## config.mk

```make
export PLATFORM = sky130hd
export DESIGN_NAME = data_packer
export DESIGN_NICKNAME = d
export VERILOG_FILES = /design/src/rtl/data_packer_pkg.sv /design/src/rtl/data_packer_slot.sv /design/src/rtl/data_packer.sv
export SDC_FILE = /design/constraint.sdc
export NUM_CORES = 1
export LEC_CHECK = 0
export ABC_CLOCK_PERIOD_IN_PS = 5750
export CAP_MARGIN = 30
export CORE_MARGIN = 1
export CORE_UTILIZATION = 40
export DETAILED_ROUTE_END_ITERATION = 6
export GPL_TIMING_DRIVEN = 1
export PLACE_DENSITY = 0.75
export SKIP_LAST_GASP = 1
export SYNTH_ARGS = -nofsm -noshare
export SYNTH_HDL_FRONTEND = slang
export SYNTH_HIERARCHICAL = 1
export SYNTH_SLANG_ARGS = --single-unit
```

## constraint.sdc

```tcl
create_clock -name clk -period 5.75 [get_ports clk]
set_input_delay 1.15 -clock clk [delete_from_list [all_inputs] [get_ports clk]]
set_output_delay 1.15 -clock clk [all_outputs]
set_load 0.02 [all_outputs]
```

## src/rtl/data_packer_pkg.sv

```systemverilog
// data_packer_pkg: shared widths and sizing helpers for the packer/unpacker pair.
`ifndef C_LOG_2
`define C_LOG_2(n) ($clog2(n))
`endif

package data_packer_pkg;
   localparam int DEF_NARROW_WIDTH = 64;
   localparam int DEF_WIDE_WIDTH   = 128;

   function automatic int ceil_a_by_b(input int a, input int b);
      return (a + b - 1) / b;
   endfunction
endpackage

```

## src/rtl/data_packer_slot.sv

```systemverilog
// data_packer_slot: output holding register for one wide word.
// Loads on i_load and emits a one-cycle strobe when the receiver is ready.
module data_packer_slot #(
   parameter int WIDTH = 128
) (
   input  logic             clk,
   input  logic             rst,
   input  logic             i_load,
   input  logic [WIDTH-1:0] i_data,
   input  logic             i_rdy,
   output logic             o_full,
   output logic             o_en,
   output logic [WIDTH-1:0] o_data
);
   logic             r_full;
   logic [WIDTH-1:0] r_data;
   logic             w_en;

   assign w_en   = r_full & i_rdy;
   assign o_full = r_full;
   assign o_en   = w_en;
   assign o_data = r_data;

   // Hold the word until the receiver takes it; the owner only loads when empty.
   always_ff @(posedge clk or posedge rst) begin
      if (rst) begin
         r_full <= 1'b0;
         r_data <= '0;
      end else begin
         if (i_load) r_data <= i_data;
         r_full <= i_load | (r_full & ~w_en);
      end
   end
endmodule

```

## src/rtl/data_packer.sv

```systemverilog
// data_packer: gathers NARROW_WIDTH words into WIDE_WIDTH words (first word in LSBs)
// with an assembly register plus one output slot.
// Optional: define DATA_PACKER_OVF_CHK_EN to add the Ovf / Drop_Cnt dropped-write monitor.
module data_packer
   import data_packer_pkg::*;
#(
   parameter int NARROW_WIDTH = DEF_NARROW_WIDTH,
   parameter int WIDE_WIDTH   = DEF_WIDE_WIDTH
) (
   input  logic                    clk,
   input  logic                    rst,
   input  logic                    Unpacked_EnWr,
   input  logic [NARROW_WIDTH-1:0] Unpacked_DatWr,
   output logic                    Unpacked_RdyWr,
   input  logic                    Flush,
   input  logic                    Packed_RdyWr,
   output logic                    Packed_EnWr,
   output logic [WIDE_WIDTH-1:0]   Packed_DatWr
`ifdef DATA_PACKER_OVF_CHK_EN
   ,
   output logic                    Ovf,
   output logic [15:0]             Drop_Cnt
`endif
);
   localparam int WORDS_RAW = ceil_a_by_b(WIDE_WIDTH, NARROW_WIDTH);
   localparam int WORDS     = (WORDS_RAW < 1) ? 1 : WORDS_RAW;
   localparam int CW        = `C_LOG_2(WORDS + 1);
   localparam int AW        = WORDS * NARROW_WIDTH;
   localparam logic [CW-1:0] C_WORDS = CW'(WORDS);

   logic [AW-1:0] r_asm_data;
   logic [CW-1:0] r_asm_cnt;
   logic          r_flush_pend;

   logic          w_asm_full;
   logic          w_out_full;
   logic          w_rdy;
   logic          w_acc;
   logic          w_xfer;
   logic [CW-1:0] w_cnt_base;
   logic [CW-1:0] w_cnt_nxt;
   logic          w_flush_set;
   logic [AW-1:0] w_asm_nxt;

   assign w_asm_full     = (r_asm_cnt == C_WORDS) | r_flush_pend;
   assign w_rdy          = ~w_asm_full | ~w_out_full;
   assign w_acc          = Unpacked_EnWr & w_rdy;
   assign w_xfer         = w_asm_full & ~w_out_full;
   assign Unpacked_RdyWr = w_rdy;

   // Next assembly: a transfer empties it first, then an accepted word lands in the
   // current lane; a flush closes it only if the result is partial and non-empty.
   always_comb begin
      w_cnt_base  = w_xfer ? '0 : r_asm_cnt;
      w_cnt_nxt   = w_cnt_base + CW'(w_acc);
      w_flush_set = Flush && (w_cnt_nxt != '0) && (w_cnt_nxt < C_WORDS);
      w_asm_nxt   = w_xfer ? '0 : r_asm_data;
      if (w_acc)
         w_asm_nxt[int'(w_cnt_base)*NARROW_WIDTH +: NARROW_WIDTH] = Unpacked_DatWr;
   end

   // Assembly register, lane counter and pending-flush flag.
   always_ff @(posedge clk or posedge rst) begin
      if (rst) begin
         r_asm_data   <= '0;
         r_asm_cnt    <= '0;
         r_flush_pend <= 1'b0;
      end else begin
         r_asm_data   <= w_asm_nxt;
         r_asm_cnt    <= w_cnt_nxt;
         r_flush_pend <= w_xfer ? w_flush_set : (r_flush_pend | w_flush_set);
      end
   end

   data_packer_slot #(.WIDTH(WIDE_WIDTH)) u_slot (
      .clk    (clk),
      .rst    (rst),
      .i_load (w_xfer),
      .i_data (r_asm_data[WIDE_WIDTH-1:0]),
      .i_rdy  (Packed_RdyWr),
      .o_full (w_out_full),
      .o_en   (Packed_EnWr),
      .o_data (Packed_DatWr)
   );

`ifdef DATA_PACKER_OVF_CHK_EN
   logic        r_ovf;
   logic [15:0] r_drop_cnt;
   logic        w_drop;

   assign w_drop   = Unpacked_EnWr & ~w_rdy;
   assign Ovf      = r_ovf;
   assign Drop_Cnt = r_drop_cnt;

   // Sticky overflow flag and saturating count of refused writes.
   always_ff @(posedge clk or posedge rst) begin
      if (rst) begin
         r_ovf      <= 1'b0;
         r_drop_cnt <= '0;
      end else if (w_drop) begin
         r_ovf <= 1'b1;
         if (r_drop_cnt != 16'hFFFF) r_drop_cnt <= r_drop_cnt + 16'd1;
      end
   end
`endif
endmodule

```

; ---- Word level (Yosys, flattened, before mapping)
; Index checks and enable logic that the tools add are counted.
[classes]
n_addsub = 2
mul = 0
div = 0
order_cmp = 1
eq_ne = 1
shift = 2
n_mux = 5
n_bitwise = 11
reduce_logical = 3
[ops]
columns = operator, count
row1 = two-way mux 128 bit, 2
row2 = bitwise mux 128 bit, 1
row3 = variable shift 64 x 33 -> 128 bit (first input constant), 1
row4 = indexed part select 64 x 33 -> 128 bit, 1
row5 = negator 8 -> 33 bit, 1
row6 = bitwise AND 1 bit, 4
row7 = OR 1 bit, 4
row8 = NOT 1 bit, 3
row9 = adder 2 x 1 -> 2 bit, 1
row10 = equality test 2 bit (second input constant), 1
row11 = logical AND 1 bit, 2
row12 = < comparator 2 bit (second input constant), 1
row13 = two-way mux 2 bit, 1
row14 = nonzero test 2 bit, 1
row15 = two-way mux 1 bit, 1
[word_totals]
register_bits = 260
latch_bits = 0
ram_bits = 0
mem_bits_ro = 0
output_inout_bits = 130
n_memories = 0

; ---- Longest topological paths before layout
[logic_depth]
ltp_word = 11
mapped_depth = 9
depth_no_buf = 9

; ---- Hierarchy
; Netlist, hierarchy kept.
[modules_own_cells]
columns = mod, instances, cells_each, area_each_um2
row1 = data_packer_slot, 1, 275, 4842.1
row2 = data_packer, 1, 316, 4768.3

; ---- Worst setup path before layout
; No wires, ideal clock.
[synth_path]
path_type = in2out
startpoint = input port Packed_RdyWr
endpoint = output port Packed_EnWr
arrival_ns = 1.360
required_ns = 4.600
slack_ns = 3.240
stages = 1
n_path_buf = 0
path_cell_list = and2_1
[synth_via]
elab_chain_cells = 1
[synth_lines]
columns = element, line_no
row1 = "start, declared", data_packer.sv:16  ; input logic Packed_RdyWr,
row2 = bitwise AND 1 bit, data_packer_slot.sv:19  ; assign w_en = r_full & i_rdy;
row3 = "end, declared", data_packer.sv:17  ; output logic Packed_EnWr,
; Every way passes these cells.

; ---- Worst setup path in the final report
; Same ends and word-level chain as after synthesis.

==> out/results.ini <==
[setup_path]
worstPathArrival_ps = 2350
crit_buf_inv = 2
critPathRequiredTime_ps = 4600
rr_endpoint = r_asm_data[108]$_DFF_PP0_
path_depth = 3
rr_worst_depth = 5
reg2reg_setup_slack_ps = 2730
critPathLaunchType = primary input
critPathMostFrequentCell = clkdlybuf4s50_1
crit_type = primary input to output port
critPathMaxFanout = 2
slowest_stage = clkdlybuf4s50_1
slowest_delay_ps = 600
worst_setup_path_end_kind = output port
crit_family = buffers and inverters
reg2reg_from = u_slot/o_full$_DFF_PP0_
timing.critical_path.cells = clkdlybuf4s50_1 -> and2_1 -> clkdlybuf4s50_1

[sta]
max_slew.worst_pin.slew_ps = 892
finalSetupTns_ps = 0
final-hold-violation-count = 0
fmax_mhz = 286
setup_violations = 0
clock_skew_ps = 9.76
min_period_ps = 3500
fin_crit_sh_pct = 60.8
hold-worst-slack_ps = 495
slew_headroom_pct = 40.5
drv_slew = 0
rsz0062_at_grt = no

[placement]
post-dp-hpwl_um = 13700
dp_cells = 1077
placedInstanceArea_um2 = 11800
place.gp.congestion = 0.721
numPortBuffers = 198

[floorplanning]
dieArea_um2 = 24700
initial_core_util_pct = 40.8
die_x_um = 157
io_pins = 199
die_h_um = 157
row_count = 56
core_um2 = 23500

[finish]
insertedDiodeCount = 0
final_cells = 1128
fillers = 1954
fin_nets = 861
fin_util_pct = 54.2
area_growth_pct = 32.7
finalInstanceArea_um2 = 12700
drive_gt1_share_pct = 24.8

[drt]
drt_iter0_drc = 249
vias_per_cell = 5.18
first_pass_iters = 5
drcViolationCount = 0
wl_um = 22200
vias = 5845
postRouteAntennaNets = 0
wl_per_cell_um = 19.7

[grt]
grt_pass1_vias = 6050
grt_remaining_overflow = 0
grt_max_degree = 104
grt_pass1_wl_um = 35000
antenna_found_initial = 0
grt_usage_pct = 18.3

[cts]
clock-root-buffer = clkbuf_16
clockBufferDepth = 3
post_cts_resized = 0
cts.htree.levels = 1
clk_latency_ps = 530
clk_pin_slew_ps = 60
cts_made_buffers = 28
postCtsSetupRepairBufs = 0
tritoncts = yes
cts_sinks = 260
hold_buffers = 0

[worst_hold_path]
min_to = r_asm_data[25]$_DFF_PP0_
hp-class = flop to flop
hold_depth = 1
hp-start = r_asm_data[25]$_DFF_PP0_

[status]
status = finished, final reports clean

[synthesis]
synth_cell_type_count = 24
ys_warn_count = 6
syn-instance-count = 591
seq_area_frac_synth_pct = 67.7
netlist_area_um2 = 9610
syn_nets = 663
ys_seq_elements = 260
synth_area_per_cell_um2 = 16.3

[run]
maxCapViolCount = 0

[power_and_ir_drop]
peakVddDrop_mv = 0.325
leakagePower_nw = 6.03
cellPowerDensity_nw_per_um2 = 617

## area by class of cell
cell class,instances,area [µm²],area share [%]
clock buffers,41,851,6.67
clock inverters,9,73.8,0.579
repair buffers,210,2100,16.5
flip-flops and latches,260,6510,51.0
inverters,6,32.5,0.255
multi-input cells,283,2780,21.8
well taps,319,399,3.13
## worst register-to-register path: cells and delay by family (launching register included)
| family | cells | cell delay [ps] |
|---|---|---|
| AND/OR/NAND/NOR | 1 | 850 |
| flip-flops | 1 | 650 |
| AO/OA/AOI/OAI | 2 | 550 |
| buffers and inverters | 1 | 470 |
| adder cells (fa/ha/maj) | 1 | 420 |
## worst max-delay path by stage
| stage | start | endpoint | slack (ps) |
|---|---|---|---|
| 3_3_place_gp | Packed_RdyWr | Packed_EnWr | 2260 |
| 6_report | Packed_RdyWr | Packed_EnWr | 2250 |
| 3_5_place_dp | Packed_RdyWr | Packed_EnWr | 2250 |
| 4_1_cts | Packed_RdyWr | Packed_EnWr | 2250 |
| 5_1_grt | Packed_RdyWr | Packed_EnWr | 2240 |
| 2_1_floorplan | rst | r_asm_cnt[0]$_DFF_PP0_ | 1100 |
## cell usage in the layout, fill, tap and decap left out, types with 2 or more instances in the layout
cell               n
a22o_1           124
a22o_2             4
and2_1             2
buf_4             10
clkbuf_1           4
clkbuf_16         29
clkbuf_8           8
clkdlybuf4s50_1  198
clkinv_2           7
dfrtp_1          260
ha_1               3
inv_1              2
inv_2              2
inv_6              3
mux2_2           130
nand2_1            5
nor2_1             2
o21ai_0            3
## where the power goes
| part | switching (W) | internal (W) |
|---|---|---|
| clock network | 0.000703 | 0.00106 |
| registers | 0.000414 | 0.00257 |
| logic | 0.00158 | 0.00153 |
## state kept, by name (all words and copies together) (netlist names)
name and cells:
r_asm_cnt 2, u_slot/o_full 1, r_flush_pend 1, u_slot/o_data 128, r_asm_data 128
## stage by stage
step | total power, W | setup WS, ps
2_1_floorplan | 0.00489 | 1100
3_3_place_gp | 0.00604 | 2260
3_5_place_dp | 0.00614 | 2250
4_1_cts | 0.00795 | 2250
5_1_grt | 0.00827 | 2240
6_report | 0.00786 | 2250
## synthesized netlist by cell type
cell / instances / share of area (%)
buf_6: 19 / 2.2
xnor2_1: 1 / 0.091
nor2_1: 3 / 0.12
ha_1: 3 / 0.39
nand3_1: 1 / 0.052
and4_1: 1 / 0.091
inv_2: 2 / 0.078
a21o_2: 1 / 0.091
dfrtp_1: 260 / 68
o21ai_0: 3 / 0.16
a21oi_1: 1 / 0.052
buf_2: 7 / 0.36
a22o_1: 124 / 11
nand2_1: 5 / 0.20
inv_1: 4 / 0.16
clkbuf_1: 14 / 0.55
o21ai_2: 1 / 0.091
o211ai_1: 1 / 0.078
and2_1: 2 / 0.13
a22o_2: 4 / 0.42
a21o_1: 1 / 0.078
buf_1: 2 / 0.078
mux2_2: 130 / 15
a2111oi_4: 1 / 0.29
## kinds of logic (layout without fill, tap and decap cells)
logic type,after synthesis,count (layout),share of synthesized area [%]
DFF,260,260,67.7
AOI/OAI and AO/OA,137,137,12.6
adders and majority gates,3,3,0.391
muxes,130,130,15.2
and+or+nand+nor,12,12,0.586
xor gates and xnor gates,1,1,0.0912
buffers and inverters,48,266,3.45
## metal layers
metal  track usage (%)  routed length (µm)
met5                 0                   0
met4              4.90                 407
met3              4.57                1560
met2              29.3               10500
met1              24.7                9780
No activity file was read; power rests on OpenSTA's default activity.
